<file path="src/rtl/fetch_stage_if.sv">
// fetch_stage_if: instruction-memory request/ready bus between fetch and imem
interface fetch_stage_if #(parameter int XLEN = 32);
  logic            imem_req;
  logic [XLEN-1:0] imem_addr;
  logic            imem_ready;
  logic [31:0]     imem_rdata;
  modport master (output imem_req, imem_addr, input imem_ready, imem_rdata);
  modport slave  (input imem_req, imem_addr, output imem_ready, imem_rdata);
endinterface

</file>
<file path="src/rtl/fetch_stage.sv">
// fetch_stage: PC, imem handshake FSM and IF/ID pipeline register
module fetch_stage #(
    parameter int              XLEN      = 32,
    parameter logic [XLEN-1:0] RESET_PC  = '0,
    parameter logic [31:0]     NOP_INSTR = 32'h0000_0013
) (
    input  logic               clk,
    input  logic               reset,
    input  logic               stall,
    input  logic               redirect_en,
    input  logic [XLEN-1:0]    redirect_pc,
    fetch_stage_if.master      bus,
    output logic               if_id_valid,
    output logic [31:0]        if_id_instr,
    output logic [XLEN-1:0]    if_id_pc,
    output logic [XLEN-1:0]    if_id_pc_plus4,
    output logic [6:0]         opcode
);
    typedef enum logic [1:0] {BOOT, FETCH, HOLD, DRAIN} state_t;
    state_t state, state_n;
    logic [XLEN-1:0] pc, pc_n, target, target_n, skid_pc, skid_pc_n, rpc, ld_pc;
    logic [31:0] skid_instr, skid_instr_n;
    logic ld_mem, ld_skid, flush;
    assign rpc = {redirect_pc[XLEN-1:2], 2'b00};
    assign bus.imem_req = (state == FETCH) || (state == DRAIN);
    assign bus.imem_addr = pc;
    assign opcode = if_id_instr[6:0];
    assign ld_pc = ld_mem ? pc : skid_pc;
    always_comb begin
        state_n = state;
        pc_n = pc;
        target_n = target;
        skid_pc_n = skid_pc;
        skid_instr_n = skid_instr;
        ld_mem = 1'b0;
        ld_skid = 1'b0;
        flush = 1'b0;
        case (state)
            BOOT: state_n = FETCH;
            FETCH: begin
                if (redirect_en) begin
                    flush = 1'b1;
                    if (bus.imem_ready) pc_n = rpc;
                    else begin
                        target_n = rpc;
                        state_n = DRAIN;
                    end
                end else if (bus.imem_ready && !stall) begin
                    ld_mem = 1'b1;
                    pc_n = pc + XLEN'(4);
                end else if (bus.imem_ready) begin
                    skid_pc_n = pc;
                    skid_instr_n = bus.imem_rdata;
                    pc_n = pc + XLEN'(4);
                    state_n = HOLD;
                end else flush = !stall;
            end
            HOLD: begin
                if (redirect_en) begin
                    flush = 1'b1;
                    pc_n = rpc;
                    state_n = FETCH;
                end else if (!stall) begin
                    ld_skid = 1'b1;
                    state_n = FETCH;
                end
            end
            DRAIN: begin
                // The outstanding request must complete at the old address before retargeting
                flush = 1'b1;
                if (redirect_en) target_n = rpc;
                if (bus.imem_ready) begin
                    pc_n = redirect_en ? rpc : target;
                    state_n = FETCH;
                end
            end
            default: state_n = BOOT;
        endcase
    end
    always_ff @(posedge clk) begin
        if (reset) begin
            state <= BOOT;
            pc <= RESET_PC;
            target <= '0;
            skid_pc <= '0;
            skid_instr <= '0;
            if_id_valid <= 1'b0;
            if_id_instr <= NOP_INSTR;
            if_id_pc <= '0;
            if_id_pc_plus4 <= '0;
        end else begin
            state <= state_n;
            pc <= pc_n;
            target <= target_n;
            skid_pc <= skid_pc_n;
            skid_instr <= skid_instr_n;
            if (flush) begin
                if_id_valid <= 1'b0;
                if_id_instr <= NOP_INSTR;
            end else if (ld_mem || ld_skid) begin
                if_id_valid <= 1'b1;
                if_id_instr <= ld_mem ? bus.imem_rdata : skid_instr;
                if_id_pc <= ld_pc;
                if_id_pc_plus4 <= ld_pc + XLEN'(4);
            end
        end
    end
endmodule

</file>
<file path="src/flat_wrapper.sv">
// flat-port wrapper written by rule: the top's interface ports become plain ports
module fetch_stage_flat 
#(
    parameter int              XLEN      = 32,
    parameter logic [XLEN-1:0] RESET_PC  = '0,
    parameter logic [31:0]     NOP_INSTR = 32'h0000_0013
)
  (clk, reset, stall, redirect_en, redirect_pc, if_id_valid, if_id_instr, if_id_pc, if_id_pc_plus4, opcode, bus_imem_req, bus_imem_addr, bus_imem_ready, bus_imem_rdata);
  fetch_stage_if #(.XLEN(XLEN)) bus_i ();
  input  logic clk;
  input  logic reset;
  input  logic stall;
  input  logic redirect_en;
  input  logic [XLEN-1:0] redirect_pc;
  output logic if_id_valid;
  output logic [31:0] if_id_instr;
  output logic [XLEN-1:0] if_id_pc;
  output logic [XLEN-1:0] if_id_pc_plus4;
  output logic [6:0] opcode;
  output wire logic [$bits(bus_i.imem_req)-1:0] bus_imem_req;
  output wire logic [$bits(bus_i.imem_addr)-1:0] bus_imem_addr;
  input wire logic [$bits(bus_i.imem_ready)-1:0] bus_imem_ready;
  input wire logic [$bits(bus_i.imem_rdata)-1:0] bus_imem_rdata;
  assign bus_imem_req = bus_i.imem_req;
  assign bus_imem_addr = bus_i.imem_addr;
  assign bus_i.imem_ready = bus_imem_ready;
  assign bus_i.imem_rdata = bus_imem_rdata;
  fetch_stage #(.XLEN(XLEN), .RESET_PC(RESET_PC), .NOP_INSTR(NOP_INSTR)) u_core (.clk(clk), .reset(reset), .stall(stall), .redirect_en(redirect_en), .redirect_pc(redirect_pc), .bus(bus_i), .if_id_valid(if_id_valid), .if_id_instr(if_id_instr), .if_id_pc(if_id_pc), .if_id_pc_plus4(if_id_pc_plus4), .opcode(opcode));
endmodule
</file>
<file path="config.mk">
export PLATFORM = sky130hd
export DESIGN_NAME = fetch_stage_flat
export DESIGN_NICKNAME = d
export VERILOG_FILES = /design/src/rtl/fetch_stage_if.sv /design/src/rtl/fetch_stage.sv /design/src/flat_wrapper.sv
export SDC_FILE = /design/constraint.sdc
export NUM_CORES = 1
export LEC_CHECK = 0
export ABC_AREA = 0
export ABC_CLOCK_PERIOD_IN_PS = 3800
export CORE_ASPECT_RATIO = 0.8
export CORE_MARGIN = 2
export CORE_UTILIZATION = 40
export CTS_CLUSTER_SIZE = 40
export DETAILED_ROUTE_END_ITERATION = 6
export GPL_TIMING_DRIVEN = 0
export SLEW_MARGIN = 20
export SYNTH_ARGS = -nofsm -noshare
export SYNTH_HDL_FRONTEND = slang
export SYNTH_SLANG_ARGS = --single-unit
</file>
<file path="constraint.sdc">
create_clock -name clk -period 3.8 [get_ports clk]
set_input_delay 0.38 -clock clk [delete_from_list [all_inputs] [get_ports clk]]
set_output_delay 0.38 -clock clk [all_outputs]
set_load 0.02 [all_outputs]
</file>
==> flow_summary.toml <==
[detailed_routing]
viasPerCell = 5.78
wl_mm = 42.4
initialDrtViolationCount = 1252
antenna_left = 0
drt_pre_antenna_iters = 6
vias = 11600
drc = 0
wl_per_cell_um = 21.1

[clock_network]
clkSinkCount = 225
htreeDepth = 1
cts_made_buffers = 25
ctsResizeCount = 0
post_cts_buffers = 0
clock_latency_ps = 530
clockBufferDepth = 3
cts.reportedPaths.clkPinSlew_ps = 60
root_buffer = "clkbuf_16"
ctsHoldBuffers = 0
cts_tree = "yes"

[floorplanning]
num_rows = 53
io_pins = 206
die_width_um = 188
initial_core_util_pct = 40.9
dieArea_um2 = 28300
coreArea_um2 = 26400
die_h_um = 151

[critical_path]
worstPathArrival_ps = 4060
required_ps = 4220
end_kind = "flop"
worstSetupStartpointType = "input pin"
cp_max_fo = 10
worstSetupPathType = "input pin to flop"

[placement]
place_ws_ps = -597
port_buffers = 201
dp_hpwl_mm = 31.7
place_area_um2 = 13300
gp_congestion = 0.928
dp_cells = 1968

[final_layout]
fin_util_pct = 53.8
final_cell_mix = "347 x nand2_1, 225 x dfxtp_1, 201 x clkdlybuf4s50_1"
drive_gt1_share_pct = 5.62
nFillCells = 2616
mostFrequentLayoutCell = "nand2_1"
area_delta_synth_final_pct = 31.6
instances_no_fill = 2013
finalInstanceArea_um2 = 14200
layout.nets = 1708

[timing]
maxSlewViolCount = 0
min_period_ps = 3640
hold_violations = 0
grt_setup_unrepaired = "no"
setup_slack_ps = 164
hold_slack_ps = 428
period_share_pct = 95.7
fmax_mhz = 275
clock_skew_ps = 12.3
finalSetupViolations = 0
relSlewSlack_pct = 25.2
max_slew.worst_pin.slew_ps = 1120

[logic_synthesis]
synth_top_family_by_area = "simple AND/OR/NAND/NOR gates"
synthDistinctLibCells = 74
synthXorXnorAreaFrac_pct = 1.22
ys.flop_type = "dfxtp_1"
yosys_warnings = 0
mappedNetlistNets = 1481
synth_edf_count = 0
synthCells = 1410
syn_area_um2 = 10800
async_flop_share_pct = 0
synthSimpleGateAreaFrac_pct = 24.6
ys_ff_latch = 225
syn_avg_cell_area_um2 = 7.65
synth_compound_area_share_pct = 24.1
synth.area.mux_share_pct = 2.42
synth_fa_ha_area_share_pct = 0.232
seq_area_frac_synth_pct = 41.7

[global_route]
track_usage_pct = 29.1
grt_pass1_wl_mm = 64.0
grt_pass1_vias = 10900
antenna_found_initial = 1
grt_max_degree = 15
grt_overflow = 0

[power]
vdd_drop_max_mv = 0.301
leakage_nw = 4.59
p_per_area_nw_per_um2 = 424

[flow_run]
cap_viol_max_count = 0

[run_status]
outcome = "completed"

[worst_hold_path]
hold_class = "input pin to flop"
## sequential cells by signal (all words and copies together) (netlist names)
signal,cells
u_core.bus.imem_addr,32
u_core.if_id_instr,32
u_core.state,2
u_core.skid_instr,32
u_core.if_id_valid,1
u_core.target,32
u_core.skid_pc,32
u_core.if_id_pc_plus4,32
u_core.if_id_pc,30
## cell type report
cell class / instances / area (um2) / share of cell area [%]
Antenna cell: 1 / 2.50 / 0.0176
Buffer: 134 / 577 / 4.06
Clock buffer: 33 / 676 / 4.76
Clock inverter: 12 / 267 / 1.88
Inverter: 12 / 45.0 / 0.317
Multi-Input combinational cell: 1038 / 5670 / 39.9
Sequential cell: 225 / 4500 / 31.7
Tap cell: 357 / 447 / 3.15
Timing Repair Buffer: 201 / 2010 / 14.2
## logic make-up after synthesis
kind of cell	after synthesis
simple gates	603
compound gates	392
buf+inv	147
xor+xnor	15
mux	26
fa+ha+maj	2
flops	225
## per-stage QoR
stage                     total power [W]  setup TNS [ps]
after CTS                         0.00602               0
final                             0.00602               0
after global placement            0.00322           -3310
after floorplan                   0.00288               0
after global routing              0.00619               0
after detailed placement          0.00323           -3450
## power breakdown
| group | leakage [nW] | switching [W] | internal, W | total, W |
|---|---|---|---|---|
| Combinational | 2.30 | 0.000436 | 0.000269 | 0.000704 |
| Sequential | 1.82 | 0.0000634 | 0.00243 | 0.00249 |
| Clock | 0.460 | 0.00103 | 0.00179 | 0.00282 |
## critical path: stages
cell and delay, ps:
clkdlybuf4s50_1 550, nand4bb_2 380, nor2_1 160, clkbuf_4 300, buf_2 320, nand2_1 90, nand2_1 110, ha_2 300
nand4_1 170, nor3_4 220, a2bb2oi_4 350, and3_1 300, nor3_1 80, a311o_1 320
## cells in the mapped netlist, drive strengths merged, types with 7 or more instances
cell type  number  area share [%]
nand2         348              12
dfxtp         225              42
a21oi         149             6.9
nor2          112             3.9
clkbuf         92             3.2
o21ai          60             2.8
buf            43             2.2
a311oi         34             2.8
a211oi         30             2.1
nand3          30             1.4
mux2i          25             2.3
nor3           25             1.3
and3           23             1.3
a22o           21             1.7
nand4          15            0.93
a31oi          14            0.81
inv            12            0.42
and4           10            0.81
or3             9            0.52
o211ai          8            0.56
xor2            8            0.65
a22oi           7            0.49
o2bb2ai         7            0.63
xnor2           7            0.57
## layer usage
metal	up-vias	GRT usage, %	wire [um]
li1	5462	-	-
met1	5542	42.0	19200
met2	570	42.9	17800
met3	56	6.63	4310
met4	0	8.86	1070
met5	-	0	0
## worst paths after layout
| check | startpoint | endpoint | slack [ps] | depth (start not counted) |
|---|---|---|---|---|
| max | redirect_en | u_core.if_id_pc_plus4[26] | 160 | 14 |
| min reg2reg | u_core.if_id_pc_plus4[27] | u_core.if_id_pc_plus4[27] | 450 | 2 |
| max reg2reg | u_core.state[0] | u_core.if_id_pc_plus4[26] | 210 | 13 |
| min | bus_imem_rdata[11] | u_core.skid_instr[11] | 430 | 3 |
No activity file was read; power rests on OpenSTA's default activity.
